$ cat config.mk
export PLATFORM = sky130hd
export DESIGN_NAME = alu_req_arbiter
export DESIGN_NICKNAME = d
export VERILOG_FILES = /design/src/rtl/alu_req_arbiter.sv
export SDC_FILE = /design/constraint.sdc
export NUM_CORES = 1
export LEC_CHECK = 0
export ABC_AREA = 1
export BUFFER_PORTS_ARGS = -buffer_cell sky130_fd_sc_hd__buf_2
export CORE_MARGIN = 1
export CORE_UTILIZATION = 44
export DETAILED_ROUTE_END_ITERATION = 7
export MAX_ROUTING_LAYER = met4
export PLACE_DENSITY_LB_ADDON = 0.12
export SETUP_SLACK_MARGIN = 0.1
export SYNTH_ARGS = -nofsm -noshare
export SYNTH_HDL_FRONTEND = slang
export SYNTH_SLANG_ARGS = --single-unit
$ cat constraint.sdc
create_clock -name clk -period 1.35 [get_ports clk]
set_input_delay 0.0675 -clock clk [delete_from_list [all_inputs] [get_ports clk]]
set_output_delay 0.0675 -clock clk [all_outputs]
set_load 0.03 [all_outputs]
$ cat src/rtl/alu_req_arbiter.sv
// Two-requester valid/ready front end for a shared combinational ALU: arbitrates,
// registers operands for one EXEC cycle and returns the captured result to the owner.
// Define ALU_ARB_FIXED_PRIO_EN to give requester 0 fixed priority instead of round-robin.
module alu_req_arbiter #(
  parameter int DW  = 4,
  parameter int OPW = 3
) (
  input  logic           clk,
  input  logic           rst_n,
  input  logic           req0_valid,
  output logic           req0_ready,
  input  logic [DW-1:0]  req0_a,
  input  logic [DW-1:0]  req0_b,
  input  logic [OPW-1:0] req0_op,
  input  logic           req1_valid,
  output logic           req1_ready,
  input  logic [DW-1:0]  req1_a,
  input  logic [DW-1:0]  req1_b,
  input  logic [OPW-1:0] req1_op,
  output logic           rsp0_valid,
  input  logic           rsp0_ready,
  output logic           rsp1_valid,
  input  logic           rsp1_ready,
  output logic [DW-1:0]  rsp_result,
  output logic           rsp_carry,
  output logic           rsp_zero,
  output logic [DW-1:0]  alu_a,
  output logic [DW-1:0]  alu_b,
  output logic [OPW-1:0] alu_op,
  input  logic [DW-1:0]  alu_result,
  input  logic           alu_carry,
  input  logic           alu_zero,
  output logic           busy
);

  typedef enum logic [1:0] {IDLE, EXEC, RESP} state_t;

  state_t         state_q, state_d;
  logic           owner_q, owner_d;
  logic           last_grant_q, last_grant_d;
  logic [DW-1:0]  a_q, a_d, b_q, b_d;
  logic [OPW-1:0] op_q, op_d;
  logic [DW-1:0]  result_q, result_d;
  logic           carry_q, carry_d;
  logic           zero_q, zero_d;
  logic           idle;
  logic           win1;
  logic           owner_rsp_ready;

  assign idle = (state_q == IDLE);

  // win1: requester 1 is the arbitration winner this cycle.
`ifdef ALU_ARB_FIXED_PRIO_EN
  assign win1 = req1_valid & ~req0_valid;
`else
  assign win1 = req1_valid & (~req0_valid | ~last_grant_q);
`endif

  // Readies are gated by rst_n so nothing looks accepted while reset is held.
  assign req0_ready = rst_n & idle & req0_valid & ~win1;
  assign req1_ready = rst_n & idle & win1;

  assign owner_rsp_ready = owner_q ? rsp1_ready : rsp0_ready;

  always_comb begin
    // NOTE: every variable gets a default first so no path leaves it unassigned,
    // which would otherwise infer a latch.
    state_d      = state_q;
    owner_d      = owner_q;
    last_grant_d = last_grant_q;
    a_d          = a_q;
    b_d          = b_q;
    op_d         = op_q;
    result_d     = result_q;
    carry_d      = carry_q;
    zero_d       = zero_q;
    unique case (state_q)
      IDLE: begin
        if (req0_ready || req1_ready) begin
          owner_d      = win1;
          last_grant_d = win1;
          a_d          = win1 ? req1_a  : req0_a;
          b_d          = win1 ? req1_b  : req0_b;
          op_d         = win1 ? req1_op : req0_op;
          state_d      = EXEC;
        end
      end
      EXEC: begin
        result_d = alu_result;
        carry_d  = alu_carry;
        zero_d   = alu_zero;
        state_d  = RESP;
      end
      RESP: begin
        if (owner_rsp_ready) state_d = IDLE;
      end
      default: state_d = IDLE;
    endcase
  end

  // NOTE: state registers use non-blocking assignments so every flop samples
  // pre-edge values regardless of statement order.
  always_ff @(posedge clk or negedge rst_n) begin
    if (!rst_n) begin
      state_q      <= IDLE;
      owner_q      <= 1'b0;
      last_grant_q <= 1'b1;
      a_q          <= '0;
      b_q          <= '0;
      op_q         <= '0;
      result_q     <= '0;
      carry_q      <= 1'b0;
      zero_q       <= 1'b0;
    end else begin
      state_q      <= state_d;
      owner_q      <= owner_d;
      last_grant_q <= last_grant_d;
      a_q          <= a_d;
      b_q          <= b_d;
      op_q         <= op_d;
      result_q     <= result_d;
      carry_q      <= carry_d;
      zero_q       <= zero_d;
    end
  end

  assign alu_a      = a_q;
  assign alu_b      = b_q;
  assign alu_op     = op_q;
  assign rsp_result = result_q;
  assign rsp_carry  = carry_q;
  assign rsp_zero   = zero_q;
  assign rsp0_valid = (state_q == RESP) & ~owner_q;
  assign rsp1_valid = (state_q == RESP) &  owner_q;
  assign busy       = ~idle;

endmodule

==> results of run 1 <==
-- sequential cells by signal (all words and copies together), names as in the netlist, 2 cells and up --
signal	count
alu_op	3
state_q	2
rsp_result	4
alu_a	4
alu_b	4
-- per-stage QoR --
| step | setup slack (ns) | area (um^2) | cells |
|---|---|---|---|
| floorplan | 0.108 | 1100 | 142 |
| global placement | 0.124 | 1410 | 226 |
| detailed placement | 0.0888 | 1410 | 226 |
| CTS | -0.0335 | 1610 | 243 |
| global route | -0.111 | 1640 | 245 |
| finish | -0.0283 | 1640 | 245 |
-- layout by cell type, fill, tap and decap left out --
| cell | synthesis | layout |
|---|---|---|
| nand2_1 | 63 | 62 |
| buf_2 | 1 | 51 |
| nand3_1 | 30 | 30 |
| dfrtp_1 | 20 | 20 |
| buf_4 | 1 | 13 |
| buf_6 | 4 | 7 |
| nand2_2 | 6 | 6 |
| dlygate4sd3_1 | 0 | 5 |
| inv_1 | 6 | 4 |
| inv_2 | 2 | 3 |
| nor2_4 | 1 | 3 |
| nor2_2 | 1 | 3 |
| clkbuf_4 | 0 | 3 |
| nand2_4 | 0 | 1 |
| clkinvlp_4 | 0 | 1 |
| a21oi_4 | 1 | 1 |
| clkinv_2 | 0 | 1 |
| dfstp_2 | 1 | 1 |
| buf_8 | 0 | 1 |
| buf_12 | 0 | 1 |
-- worst max-delay path: cells and delay by family, from the launching register on --
kind	cells	cell delay (ns)
AND/OR/NAND/NOR	3	0.20
buffers and inverters	3	0.27
flip-flops	1	0.56
-- final timing paths --
check | start | endpoint | slack (ns) | cells after the start
setup / recovery | last_grant_q | req1_ready | -0.03 | 6
max in group asynchronous | rst_n | rsp_result[3] | 0.58 | 3
setup reg to reg | state_q[0] | alu_b[2] | 0.01 | 8
hold reg to reg | last_grant_q | last_grant_q | 0.48 | 2
hold / removal | rst_n | alu_a[2] | -0.40 | 1
min in group clk | alu_carry | rsp_carry | 0 | 3
-- per-layer routing --
metal | up-vias | global-route usage, % | share of wire (%)
met2 | 46 | 42.9 | 52
met3 | 2 | 3.51 | 6.3
met5 | - | - | 0
met1 | 550 | 26.8 | 41
met4 | 0 | 7.66 | 0.52
li1 | 597 | - | -
-- layout make-up --
| type | count | area, um^2 |
|---|---|---|
| timing repair buffer | 78 | 517 |
| multi-input combinational | 106 | 500 |
| sequential | 21 | 527 |
| clock inverter | 1 | 5.00 |
| clock buffer | 3 | 22.5 |
| fill | 197 | 636 |
| tap | 28 | 35.0 |
| inverter | 8 | 33.8 |
-- logic make-up (layout without fill, tap and decap cells) --
| kind of cell | after synthesis | after routing | share of synthesized area (%) |
|---|---|---|---|
| compound gates | 1 | 1 | 1.49 |
| buf+inv | 15 | 90 | 8.37 |
| flops | 21 | 21 | 48.3 |
| simple gates | 105 | 105 | 41.9 |
-- where the power goes --
| part | switching (mW) | total, mW | internal, mW |
|---|---|---|---|
| sequential | 0.181 | 1.13 | 0.944 |
| clock | 0.191 | 0.301 | 0.110 |
| combinational | 1.30 | 2.04 | 0.734 |
-- timing repair --
action,in CTS,in global routing
gates resized for setup,16,5
buffers inserted,9,1
setup endpoints to repair,13,16
pin swaps,5,2
endpoints found under the hold margin,23,7
hold buffers,4,1
==> metrics.md, run 1 <==
| Metric | Value |
|---|---|
| Result of the run | `complete, but fails checks` |
| Failing checks | `negative hold slack, negative setup slack` |
| Count of TritonRoute iterations in the first routing pass | `4` |
| Ratio of final minimum period to clock period | `102%` |
| Total gr overflow | `0` |
| Post-detailed-route wirelength per cell | `10.9 um` |
| Cell-by-cell trace of the critical path | `nand2_2 -> nand2_2 -> inv_2 -> nand2_4 -> clkinvlp_4 -> buf_6` |
| RSZ-0062 raised after global routing | `true` |
| Share of synthesized registers carrying an async set or reset | `100%` |
| Number of nets in the layout | `252` |
| Routed wire length | `2680 um` |
| CP Data Arrival Time | `1.31 ns` |
| Horizontal die dimension | `51.8 um` |
| Number of buffers on the longest clock path | `2` |
| Vias per cell | `4.88` |
| Final number of hold-violating endpoints | `6` |
| Io pins | `56` |
| Tot GR Track Use | `23.7%` |
| H-tree depth | `1` |
| Avg Synthesized Cell Area | `7.68 um^2` |
| Cell row count | `17` |
| Total vias in the final route | `1,195` |
| Antenna violations before repair | `0` |
| CTS buffer count | `3` |
| Critical Path End Type | `primary output` |
| Port Buffers | `55` |
| Cell taking the most area after synthesis | `dfrtp_1` |
| Antenna cells | `0` |
| Antenna violation net count after detailed routing | `0` |
| Number of setup violations in the final report | `2` |
| Source-to-sink clock delay at the later pin of the worst-skew pair | `0.30 ns` |
| Slowest CP cell | `dfstp_2` |
| Max FO, Critical Path | `2` |
| Worst-case headroom to the max-slew limit | `73.9%` |
| Leakage | `0.967 nW` |
| Final cell utilization of the core | `72.1%` |
| Slew @ Worst Pin | `0.390 ns` |
| Slew Limit Fails | `0` |
| Hold Path Class | `input pin to asynchronous set/reset pin` |
| Predominant post-synthesis flop cell | `dfrtp_1` |
| Achievable frequency | `726 MHz` |
| Clock net sink count | `21` |
| Setup crit start kind | `register` |
| Core box area | `2280 um^2` |
| Number of global-route vias before repair | `1,104` |
| Sequential cell area fraction in the yosys report | `48.3%` |
| Clock transition at path regs | `0.12 ns` |
| Cells after Synth | `142` |
| Setup slack of the critical path after layout | `-0.0283 ns` |
| Initial core utilization | `47.9%` |
| Count of distinct cell types in the synthesized netlist | `15` |
| Power density over cell area | `2110 nW/um^2` |
| Total die area | `2680 um^2` |
| Root Buffer | `clkbuf_4` |
| Worst ir drop on vdd | `1.29 mV` |
| Clock tree from TritonCTS | `yes` |
| Post-synthesis net count | `176` |
| Most area-consuming cells after synthesis | `dfrtp_1 46%, nand2_1 22%, nand3_1 14%, buf_6 4.1%, nand2_2 3.4%` |
| RD Place Congestion | `0.780` |
| Largest stage delay on the critical path | `0.56 ns` |
| Top-count cell post-synth | `nand2_1` |
| Critical setup path kind | `register to primary output` |
| Number of synthesis warnings | `0` |
| Max-Cap Viols | `0` |
| Final critical path time including I/O delays and setup | `1.38 ns` |
| Number of flops mapped to enable cells by yosys | `0` |
| Synth Register Bits | `21` |
| Portion of synthesized cell area occupied by the leading cell type | `45.9%` |
| Maximum number of pins on one net before global-route repair | `14` |
| Detailed Route Iter0 Violations | `34` |
| First-pass GRT wire length | `4580 um` |
| Half-perimeter wire length of the detailed placement result | `1920 um` |
| Combined area of all synthesized cells | `1090 um^2` |
| Most repeated library cell on the critical path | `nand2_2` |
| Total Power Consumption | `3.46 mW` |
| Setup Total Neg Slack | `-0.0476 ns` |
| Synth cell count leaders | `63 x nand2_1, 30 x nand3_1, 20 x dfrtp_1` |
| DRC violations left | `0` |
| Final setup skew | `0.00171 ns` |
| Final-layout worst hold slack | `-0.395 ns` |
| Vertical die dimension | `51.8 um` |
| Required @ worst endpoint | `1.28 ns` |
| Share of cells above drive strength 1 | `44.2%` |
| Signed area change from the synthesized netlist to the final layout | `50.3%` |
Power figures use the tool's default switching activity.
==> run 2: changes to the inputs <==
==> constraint.sdc (replaced) <==
create_clock -name clk -period 1.3 [get_ports clk]
set_input_delay 0.065 -clock clk [delete_from_list [all_inputs] [get_ports clk]]
set_output_delay 0.065 -clock clk [all_outputs]
set_load 0.03 [all_outputs]
==> run 2 against run 1 <==
Net effect: critical path depth is the same; sequential share of layout area grew 0.37 points; first-iteration DRC count shrank 50%; die area is the same; the flow finishes with violations (negative setup slack); cell count shrank 2.0%; combinational power grew 2%; utilization shrank 0.66 points; total power grew 3.6%; wire length grew 3.4%; count of clock-buffer cells in the layout grew 1; worst hold slack gained 0.40 ns.
==> metrics.md, run 2 (synthesis gave the netlist of run 1 again) <==
| Metric | Value |
|---|---|
| DRC violations left | `0 (unchanged)` |
| Final number of hold-violating endpoints | `0 (-6)` |
| Routed wire length | `2770 um (+3.4%)` |
| Worst-case headroom to the max-slew limit | `82.7% (+8.8 points)` |
| Initial core utilization | `47.9% (unchanged)` |
| Port Buffers | `55 (unchanged)` |
| Result of the run | `complete, but fails checks` |
| Max-Cap Viols | `0 (unchanged)` |
| Ratio of final minimum period to clock period | `110%` |
| Tot GR Track Use | `23.2% (-0.58 points)` |
| CP Data Arrival Time | `1.36 ns (+0.05 ns)` |
| Setup Total Neg Slack | `-0.198 ns (-0.150 ns)` |
| Antenna violation net count after detailed routing | `0 (unchanged)` |
| Count of TritonRoute iterations in the first routing pass | `4 (unchanged)` |
| Worst slack after detailed placement | `0.0456 ns (-0.0432 ns)` |
| Final setup skew | `0.00704 ns (+0.00533 ns)` |
| Io pins | `56 (unchanged)` |
| Root Buffer | `clkbuf_4` |
| Antenna violations before repair | `0 (unchanged)` |
| Post-detailed-route wirelength per cell | `11.6 um (+5.6%)` |
| RSZ-0062 raised after global routing | `true` |
| Placed inst area | `1420 um^2 (+0.89%)` |
| Most common cell after layout, fill and taps aside | `nand2_1` |
| Final cell utilization of the core | `71.4% (-0.66 points)` |
| Setup crit start kind | `register` |
| CTS buffer count | `3 (unchanged)` |
| Slowest CP cell | `dfstp_2` |
| Sequential cell area | `528 um^2 (+0.24%)` |
| Failing checks | `negative setup slack` |
| Share of cells above drive strength 1 | `43.9% (-0.37 points)` |
| Number of setup violations in the final report | `2 (unchanged)` |
| Most used cells in the layout excluding fill and tap cells | `61 x nand2_1, 51 x buf_2, 29 x nand3_1` |
| Critical Path End Type | `primary output` |
| Slew @ Worst Pin | `0.259 ns (-0.131 ns)` |
| Count of buffering cells on the critical path with inverters included | `3 (unchanged)` |
| First-pass GRT wire length | `4400 um (-4.1%)` |
| Required @ worst endpoint | `1.24 ns (-0.04 ns)` |
| Clock tree from TritonCTS | `yes` |
| Vias per cell | `4.74 (-2.8%)` |
| Number of buffers on the longest clock path | `2 (unchanged)` |
| Core box area | `2280 um^2 (unchanged)` |
| Total gr overflow | `0 (unchanged)` |
| Half-perimeter wire length of the detailed placement result | `1910 um (-0.28%)` |
| Final standard cell area without fillers | `1630 um^2 (-0.92%)` |
| H-tree depth | `1 (unchanged)` |
| Worst ir drop on vdd | `1.31 mV (+0.91%)` |
| Clock net sink count | `21 (unchanged)` |
| Leakage | `0.938 nW (-3.0%)` |
| Number of filler cells placed in the layout | `184 (-6.6%)` |
| Kind of cell with the highest combined delay on the critical path | `flip-flops` |
| Detailed Route Iter0 Violations | `17 (-50%)` |
| Signed area change from the synthesized netlist to the final layout | `49.0%` |
| Clock transition at path regs | `0.11 ns (about the same)` |
| Antenna cells | `0 (unchanged)` |
| Horizontal die dimension | `51.8 um (unchanged)` |
| Maximum number of pins on one net before global-route repair | `18 (+4)` |
| Vertical die dimension | `51.8 um (unchanged)` |
| Critical setup path kind | `register to primary output` |
| Largest stage delay on the critical path | `0.55 ns (about the same)` |
| Hold Path Class | `input pin to register` |
| Cell-by-cell trace of the critical path | `nand2_2 -> nand2_4 -> inv_4 -> nand2_8 -> clkinvlp_4 -> buf_6` |
| Power density over cell area | `2210 nW/um^2 (+4.6%)` |
| Source-to-sink clock delay at the later pin of the worst-skew pair | `0.30 ns (about the same)` |
| Area occupied by multi-input gates | `534 um^2 (+6.7%)` |
| Max FO, Critical Path | `2 (unchanged)` |
| Number of global-route vias before repair | `1,003 (-9.1%)` |
| Final critical path time including I/O delays and setup | `1.43 ns` |
| Number of nets in the layout | `247 (-2.0%)` |
| Achievable frequency | `700 MHz` |
| Total die area | `2680 um^2 (unchanged)` |
| Setup slack of the critical path after layout | `-0.129 ns (-0.100 ns)` |
| Total vias in the final route | `1,138 (-4.8%)` |
| Final-layout worst hold slack | `0.00845 ns (+0.404 ns)` |
| Slew Limit Fails | `0 (unchanged)` |
| Cell row count | `17 (unchanged)` |
| RD Place Congestion | `0.708 (-9.3%)` |
==> run 2: worst min-delay path, stage by stage <==
cell	delay, ns
buf_2	0.08
nand3_1	0.07
nand2_1	0.07
==> run 2: timing repair <==
item / CTS / global route
gates cloned: 1 / 0
hold buffers: 4 / 0
pin swaps: 3 / 3
setup endpoints to repair: 17 / 17
gates resized for setup: 16 / 7
setup buffers: 5 / 1
endpoints found under the hold margin: 24 / 0
==> run 2: layout make-up <==
class                      instances  area share, %
clock buffer                       4           1.62
inverter                           8           2.23
multi-input combinational        106           32.9
sequential                        21           32.5
tap                               28           2.16
timing repair buffer              73           28.6
==> run 2: path summary, 6_finish.rpt <==
check	cells after the start	endpoint	slack (ns)	from
setup / recovery	6	req1_ready	-0.13	last_grant_q
hold / removal	3	rsp_result[1]	0.008	alu_result[1]
setup reg to reg	7	alu_b[3]	0.02	last_grant_q
hold reg to reg	2	last_grant_q	0.48	last_grant_q
max in group asynchronous	3	alu_op[1]	0.55	rst_n
min in group asynchronous	2	alu_op[2]	0.24	rst_n
==> run 2: power by group <==
part           total (mW)  internal (mW)  leakage [nW]  switching [mW]
Sequential           1.19          0.983         0.260           0.203
Clock               0.313          0.120        0.0150           0.193
Combinational        2.09          0.721         0.662            1.37
==> run 2: per-stage QoR <==
stage          cells  power [mW]
2_1_floorplan    142        2.51
3_3_place_gp     225        3.00
3_5_place_dp     225        3.05
4_1_cts          239        3.51
5_1_grt          240        3.85
6_report         240        3.59
==> run 2: layer usage <==
layer / vias up / global-route usage (%) / routed length, um
met3: 4 / 2.92 / 160
li1: 582 / - / -
met5: - / - / 0
met2: 42 / 40.0 / 1400
met4: 0 / 8.11 / 28
met1: 510 / 27.8 / 1190
